`config.mk`:
```
export PLATFORM = sky130hd
export DESIGN_NAME = spi_slave_shift_engine
export DESIGN_NICKNAME = d
export VERILOG_FILES = /design/src/rtl/spi_globals_pkg.sv /design/src/rtl/spi_sync_edge_detect.sv /design/src/rtl/spi_slave_shift_engine.sv
export SDC_FILE = /design/constraint.sdc
export NUM_CORES = 1
export LEC_CHECK = 0
export CAP_MARGIN = 20
export CORE_MARGIN = 1
export CORE_UTILIZATION = 31
export DETAILED_ROUTE_END_ITERATION = 10
export GPL_TIMING_DRIVEN = 1
export PLACE_DENSITY = 0.57
export SLEW_MARGIN = 15
export SYNTH_ARGS = -nofsm -noshare
export SYNTH_HDL_FRONTEND = slang
export SYNTH_HIERARCHICAL = 1
export SYNTH_SLANG_ARGS = --single-unit
```
`constraint.sdc`:
```
create_clock -name pclk -period 4.4 [get_ports pclk]
set_clock_uncertainty 0.05 [all_clocks]
set_input_delay 1.1 -clock pclk [delete_from_list [all_inputs] [get_ports pclk]]
set_output_delay 1.1 -clock pclk [all_outputs]
set_load 0.02 [all_outputs]
```
`src/rtl/spi_globals_pkg.sv`:
```
// Shared types and helpers for the SPI slave shift engine.
// Lane-mode decode and frame FSM state encoding.
package spi_globals_pkg;

    typedef enum logic [1:0] {
        SINGLE = 2'd0,
        DUAL   = 2'd1,
        QUAD   = 2'd2
    } lane_mode_e;

    typedef enum logic [1:0] {
        IDLE  = 2'd0,
        LOAD  = 2'd1,
        SHIFT = 2'd2,
        DONE  = 2'd3
    } frame_state_e;

    function automatic int unsigned lanes_per_beat(lane_mode_e m);
        case (m)
            DUAL:    return 2;
            QUAD:    return 4;
            default: return 1;
        endcase
    endfunction

    // The reserved encoding 3 falls back to single-lane operation.
    function automatic lane_mode_e decode_lanes(logic [1:0] cfg);
        case (cfg)
            2'd1:    return DUAL;
            2'd2:    return QUAD;
            default: return SINGLE;
        endcase
    endfunction

    function automatic logic [3:0] lane_mask(lane_mode_e m);
        case (m)
            DUAL:    return 4'b0011;
            QUAD:    return 4'b1111;
            default: return 4'b0001;
        endcase
    endfunction

endpackage

```
`src/rtl/spi_sync_edge_detect.sv`:
```
// Multi-flop synchroniser for an asynchronous pin with rise/fall pulses
// generated on the synchronised value.
module spi_sync_edge_detect #(
    parameter int   STAGES  = 2,
    parameter logic RST_VAL = 1'b0
) (
    input  logic clk,
    input  logic rst_n,
    input  logic d,
    output logic q,
    output logic rise,
    output logic fall
);

    logic [STAGES-1:0] sync_q;
    logic [STAGES-1:0] sync_d;
    logic              prev_q;

    always_comb begin
        sync_d[0] = d;
        for (int i = 1; i < STAGES; i++) begin
            sync_d[i] = sync_q[i-1];
        end
    end

    always_ff @(posedge clk or negedge rst_n) begin
        if (!rst_n) begin
            sync_q <= {STAGES{RST_VAL}};
            prev_q <= RST_VAL;
        end else begin
            sync_q <= sync_d;
            prev_q <= sync_q[STAGES-1];
        end
    end

    assign q    = sync_q[STAGES-1];
    assign rise = q & ~prev_q;
    assign fall = ~q & prev_q;

endmodule

```
`src/rtl/spi_slave_shift_engine.sv`:
```
// SPI slave datapath: oversampled sclk/cs/mosi, all four CPOL/CPHA modes,
// 1/2/4 lanes, MSB/LSB-first, valid/ready word exchange with the SoC side.
module spi_slave_shift_engine
    import spi_globals_pkg::*;
#(
    parameter int                    DATA_WIDTH   = 8,
    parameter logic [DATA_WIDTH-1:0] IDLE_PATTERN = '1,
    parameter int                    SYNC_STAGES  = 2
) (
    input  logic                  pclk,
    input  logic                  areset,
    input  logic                  cfg_cpol,
    input  logic                  cfg_cpha,
    input  logic                  cfg_lsb_first,
    input  logic [1:0]            cfg_lanes,
    input  logic                  sclk,
    input  logic                  cs,
    input  logic [3:0]            mosi,
    output logic [3:0]            miso,
    output logic [3:0]            miso_oe,
    input  logic [DATA_WIDTH-1:0] tx_data,
    input  logic                  tx_valid,
    output logic                  tx_ready,
    output logic [DATA_WIDTH-1:0] rx_data,
    output logic                  rx_valid,
    output logic                  underrun,
    output logic                  frame_abort
);

    localparam int CNT_W = $clog2(DATA_WIDTH) + 1;

    typedef logic [DATA_WIDTH-1:0] word_t;

    logic sclk_s, sclk_rise, sclk_fall;
    logic cs_s, cs_rise, cs_fall;

    spi_sync_edge_detect #(.STAGES(SYNC_STAGES), .RST_VAL(1'b0)) u_sclk_sync (
        .clk   (pclk),
        .rst_n (areset),
        .d     (sclk),
        .q     (sclk_s),
        .rise  (sclk_rise),
        .fall  (sclk_fall)
    );

    // cs resets to the inactive level so reset release never fakes a frame start.
    spi_sync_edge_detect #(.STAGES(SYNC_STAGES), .RST_VAL(1'b1)) u_cs_sync (
        .clk   (pclk),
        .rst_n (areset),
        .d     (cs),
        .q     (cs_s),
        .rise  (cs_rise),
        .fall  (cs_fall)
    );

    logic [SYNC_STAGES-1:0][3:0] mosi_sync_q, mosi_sync_d;
    logic [3:0]                  mosi_s;

    always_comb begin
        mosi_sync_d[0] = mosi;
        for (int i = 1; i < SYNC_STAGES; i++) begin
            mosi_sync_d[i] = mosi_sync_q[i-1];
        end
    end

    always_ff @(posedge pclk or negedge areset) begin
        if (!areset) mosi_sync_q <= '0;
        else         mosi_sync_q <= mosi_sync_d;
    end

    assign mosi_s = mosi_sync_q[SYNC_STAGES-1];

    // An sclk edge is leading when it moves the clock away from its idle level.
    logic sclk_edge, lead, trail;
    assign sclk_edge = sclk_rise | sclk_fall;
    assign lead      = sclk_edge & (sclk_s != cfg_cpol);
    assign trail     = sclk_edge & (sclk_s == cfg_cpol);

    lane_mode_e       mode;
    logic [CNT_W-1:0] beats_n;
    assign mode    = decode_lanes(cfg_lanes);
    assign beats_n = CNT_W'(DATA_WIDTH / lanes_per_beat(mode));

    function automatic logic [3:0] beat_out(word_t w, lane_mode_e m, logic lsb);
        logic [3:0] b;
        b = '0;
        case (m)
            QUAD:    b      = lsb ? w[3:0] : w[DATA_WIDTH-1 -: 4];
            DUAL:    b[1:0] = lsb ? w[1:0] : w[DATA_WIDTH-1 -: 2];
            default: b[0]   = lsb ? w[0]   : w[DATA_WIDTH-1];
        endcase
        return b;
    endfunction

    function automatic word_t shift_out(word_t w, lane_mode_e m, logic lsb);
        case (m)
            QUAD:    return lsb ? (w >> 4) : (w << 4);
            DUAL:    return lsb ? (w >> 2) : (w << 2);
            default: return lsb ? (w >> 1) : (w << 1);
        endcase
    endfunction

    function automatic word_t shift_in(word_t sr, logic [3:0] bits, lane_mode_e m, logic lsb);
        case (m)
            QUAD:    return lsb ? {bits[3:0], sr[DATA_WIDTH-1:4]} : {sr[DATA_WIDTH-5:0], bits[3:0]};
            DUAL:    return lsb ? {bits[1:0], sr[DATA_WIDTH-1:2]} : {sr[DATA_WIDTH-3:0], bits[1:0]};
            default: return lsb ? {bits[0],   sr[DATA_WIDTH-1:1]} : {sr[DATA_WIDTH-2:0], bits[0]};
        endcase
    endfunction

    frame_state_e     state_q, state_d;
    word_t            tx_sr_q, tx_sr_d;
    word_t            rx_sr_q, rx_sr_d;
    word_t            rx_data_q, rx_data_d;
    logic [CNT_W-1:0] cnt_q, cnt_d, cnt_inc;
    logic [3:0]       miso_q, miso_d;
    logic [3:0]       oe_q, oe_d;
    logic             rx_valid_q, rx_valid_d;
    logic             abort_q, abort_d;
    logic             started_q, started_d;
    word_t            load_word;
    logic             do_shift, do_sample;

    assign load_word = tx_valid ? tx_data : IDLE_PATTERN;
    assign cnt_inc   = cnt_q + 1'b1;
    assign do_shift  = cfg_cpha ? lead  : trail;
    assign do_sample = cfg_cpha ? trail : lead;

    always_comb begin
        state_d    = state_q;
        tx_sr_d    = tx_sr_q;
        rx_sr_d    = rx_sr_q;
        rx_data_d  = rx_data_q;
        cnt_d      = cnt_q;
        miso_d     = miso_q;
        oe_d       = oe_q;
        started_d  = started_q;
        rx_valid_d = 1'b0;
        abort_d    = 1'b0;
        case (state_q)
            IDLE: begin
                if (cs_rise) begin
                    oe_d   = '0;
                    miso_d = '0;
                end
                if (cs_fall) state_d = LOAD;
            end
            LOAD: begin
                oe_d      = lane_mask(mode);
                cnt_d     = '0;
                started_d = 1'b0;
                rx_sr_d   = '0;
                if (!cfg_cpha) begin
                    miso_d  = beat_out(load_word, mode, cfg_lsb_first);
                    tx_sr_d = shift_out(load_word, mode, cfg_lsb_first);
                end else begin
                    miso_d  = '0;
                    tx_sr_d = load_word;
                end
                state_d = SHIFT;
            end
            SHIFT: begin
                // A back-to-back LOAD that never sees a leading edge is just the
                // master deselecting after the last frame, not an abort.
                if (cs_s) begin
                    abort_d = started_q;
                    oe_d    = '0;
                    miso_d  = '0;
                    state_d = IDLE;
                end else begin
                    if (lead) started_d = 1'b1;
                    if (do_shift) begin
                        miso_d  = beat_out(tx_sr_q, mode, cfg_lsb_first);
                        tx_sr_d = shift_out(tx_sr_q, mode, cfg_lsb_first);
                    end
                    if (do_sample) begin
                        rx_sr_d = shift_in(rx_sr_q, mosi_s, mode, cfg_lsb_first);
                        cnt_d   = cnt_inc;
                        if (cnt_inc == beats_n) state_d = DONE;
                    end
                end
            end
            DONE: begin
                rx_data_d  = rx_sr_q;
                rx_valid_d = 1'b1;
                if (cs_s) begin
                    oe_d    = '0;
                    miso_d  = '0;
                    state_d = IDLE;
                end else begin
                    state_d = LOAD;
                end
            end
            default: state_d = IDLE;
        endcase
    end

    always_ff @(posedge pclk or negedge areset) begin
        if (!areset) begin
            state_q    <= IDLE;
            tx_sr_q    <= '0;
            rx_sr_q    <= '0;
            rx_data_q  <= '0;
            cnt_q      <= '0;
            miso_q     <= '0;
            oe_q       <= '0;
            started_q  <= 1'b0;
            rx_valid_q <= 1'b0;
            abort_q    <= 1'b0;
        end else begin
            state_q    <= state_d;
            tx_sr_q    <= tx_sr_d;
            rx_sr_q    <= rx_sr_d;
            rx_data_q  <= rx_data_d;
            cnt_q      <= cnt_d;
            miso_q     <= miso_d;
            oe_q       <= oe_d;
            started_q  <= started_d;
            rx_valid_q <= rx_valid_d;
            abort_q    <= abort_d;
        end
    end

    assign miso        = miso_q;
    assign miso_oe     = oe_q;
    assign rx_data     = rx_data_q;
    assign rx_valid    = rx_valid_q;
    assign frame_abort = abort_q;
    assign tx_ready    = (state_q == LOAD) &  tx_valid;
    assign underrun    = (state_q == LOAD) & ~tx_valid;

endmodule
```
==> out/results.ini <==
[job]
cap_viol_max_count = 0

[drt]
num_vias = 3079
route.detailed.drc = 0
drt_first_pass_iters = 5
drtIter0Drc = 283
routed_wl_mm = 9.18
vias_per_cell = 5.54
ant_nets = 0
post_drt_wl_per_cell_microns = 16.5

[outcome]
outcome = completed

[finish]
synthToLayoutAreaGrowth_pct = 18.6
num_antenna_cells = 0
final_net_count = 446
stdcell_area_sq_um = 4150
drive_gt1_share_pct = 9.86

[worst_hold_path]
min_path_type = flop to flop
worst_hold_path.num_cells = 0

[logic_synthesis]
async_flop_share_pct = 100
synth.ff_latch_count = 54
synth_edf_count = 0
syn_area_per_cell_sq_um = 8.96
ys.warnings.count = 6
yosysSeqAreaShare_pct = 38.7
synth_fp_nets = 422
syn_area_sq_um = 3500
synth.distinct_cells = 54
synthCells = 391
synth_top_flop_cell = dfrtp_1

[clock_network]
root_buffer = clkbuf_16
cts_tree = built
hold_buffers = 0
clock_latency_ps = 290
clk_path_buf_depth = 2
cts.sinks = 54
cts_max_level = 2
cts_resized = 0
postCtsSetupRepairBufs = 0
clk_pin_slew_worst_paths_ps = 80
cts_buffers = 5

[worst_setup_path]
end_kind = output pin
worst-path-stages = 3
worstPathMaxFanout = 3
crit_top_cell = clkdlybuf4s50_1
reg2reg_slack_ps = 1650
path_buf_inv = 2
ff2ff_path_depth = 8
slowest_stage = clkdlybuf4s50_1
start_kind = input port
arrival_ps = 2350
worstPathRequired_ps = 3250
path_class = input port to output pin
critPathMaxStageDelay_ps = 590
crit_family = buffers and inverters
worstPathCellList = clkdlybuf4s50_1 > and2_1 > clkdlybuf4s50_1

[global_route]
use_met1_pct = 24.3
grt_usage_pct = 16.7
grt-ovfl-total = 0
busiest_layer = met2
grt_pass1_vias = 2951
grt_pass1_wl_mm = 15.3
use_met3_pct = 3.13
gr-usage-met2_pct = 25.1
antenna_found_initial = 0
grt_max_degree = 72

[placed_design]
finalWeightedCongestion = 0.820
hpwl_mm = 6.29
placed_area_sq_um = 3980
numPortBuffers = 41

[timing]
period_share_pct = 79.5
setup_tns_ps = 0
tightest_slew_ps = 1040
min_period_ps = 3500
hold_viol = 0
fmax_ghz = 0.286
rsz0062_at_grt = no
finalSetupViolCount = 0
slew_headroom_pct = 30.8
final-max-slew-violation-count = 0

[die]
core_area_sq_um = 10900
die_h_microns = 108
rows = 38
die-width_microns = 108
die_area_sq_um = 11700
ios = 42
start_util_pct = 32.0

[power_and_ir_drop]
ir_drop_v = 0.000246
p_per_area_nw_per_um2 = 506
p_leak_nw = 1.79

-- worst paths after layout --
kind                                  startpoint                     to
min in group asynchronous                 areset             tx_sr_q[2]
min                        u_sclk_sync/sync_q[0]  u_sclk_sync/sync_q[1]
max in group asynchronous                 areset       u_cs_sync/prev_q
min reg2reg                u_sclk_sync/sync_q[0]  u_sclk_sync/sync_q[1]
max reg2reg                           state_q[0]             tx_sr_q[7]
max                                     tx_valid               tx_ready
-- layout by cell type (no fill, tap or decap), types with 9 or more instances in the layout --
master,Yosys,layout
a22o_1,13,13
nand2_1,56,56
a221oi_1,13,13
clkdlybuf4s50_1,0,39
nor2_1,9,9
inv_1,15,15
nand2b_1,29,29
o21ai_0,25,25
nand3_1,15,15
a31oi_1,17,17
nor2b_1,11,11
dfrtp_1,51,51
a21oi_1,17,17
ha_1,9,9
mux2_2,9,9
-- sequential cells by signal, indices dropped and copies added, names as in the netlist, 2 cells and up --
signal and flops:
rx_data 8, rx_sr_q 8, tx_sr_q 8, cnt_q 4, miso 4, mosi_s 4, mosi_sync_d 4, miso_oe 3
state_q 2, u_cs_sync/sync_q 2, u_sclk_sync/sync_q 2
-- synth_stat cells (11+ instances only) --
cell type | count | share of area [%]
inv_1 | 15 | 1.6
clkbuf_1 | 15 | 1.6
nor2b_1 | 11 | 2.0
a221oi_1 | 13 | 3.3
nand3_1 | 15 | 2.1
a22o_1 | 13 | 3.3
nand2b_1 | 29 | 5.2
nand2_1 | 56 | 6.0
dfrtp_1 | 51 | 36
o21ai_0 | 25 | 3.6
buf_2 | 11 | 1.6
a31oi_1 | 17 | 3.0
a21oi_1 | 17 | 2.4
-- area by class of cell --
| type | count | area (sq um) |
|---|---|---|
| Clock inverter | 3 | 47.5 |
| Sequential cell | 54 | 1360 |
| Tap cell | 140 | 175 |
| Timing Repair Buffer | 47 | 445 |
| Clock buffer | 5 | 125 |
| Inverter | 15 | 56.3 |
| Fill cell | 1126 | 6780 |
| Multi-Input combinational cell | 292 | 1950 |
-- report_power, final --
part | total [W] | switching (W) | internal [W]
combinational | 0.000881 | 0.000493 | 0.000388
sequential | 0.000755 | 0.000135 | 0.000620
clock | 0.000464 | 0.000192 | 0.000272
total | 0.00210 | 0.000820 | 0.00128
-- worst reg2reg max path, delay by kind of cell (launching register included) --
| kind | cells | cell delay [ps] |
|---|---|---|
| AOI/OAI and AO/OA | 4 | 1170 |
| and+or+nand+nor | 1 | 460 |
| DFF | 1 | 430 |
| buffers and inverters | 2 | 380 |
| adders and majority gates | 1 | 160 |
-- layer usage --
layer  share of wire, %  vias up
li1                   -     1475
met4                1.2        0
met3                6.3        8
met5                  0        -
met2                 45      132
met1                 48     1464
-- stage by stage --
| stage | setup slack (ps) | util (%) | power, W | std cells | hold slack, ps |
|---|---|---|---|---|---|
| after floorplan | 1450 | - | 0.00134 | 391 | 281 |
| after global placement | 900 | 36.4 | 0.00163 | 548 | 286 |
| after detailed placement | 894 | 36.4 | 0.00164 | 548 | 285 |
| after CTS | 885 | 38.0 | 0.00212 | 556 | 293 |
| after global routing | 844 | 38.0 | 0.00225 | 556 | 310 |
| final | 901 | 38.0 | 0.00210 | 556 | 291 |
-- kinds of logic (layout without fill, tap and decap cells) --
group	after synthesis	after routing	synth area share, %
adder cells (fa/ha/maj)	9	9	3.21
AO/OA/AOI/OAI	129	129	26.3
buffers and inverters	45	70	5.68
AND/OR/NAND/NOR	133	133	19.2
XOR/XNOR	7	7	2.61
multiplexers	14	14	4.32
flip-flops	54	54	38.7
Power figures use the tool's default switching activity.
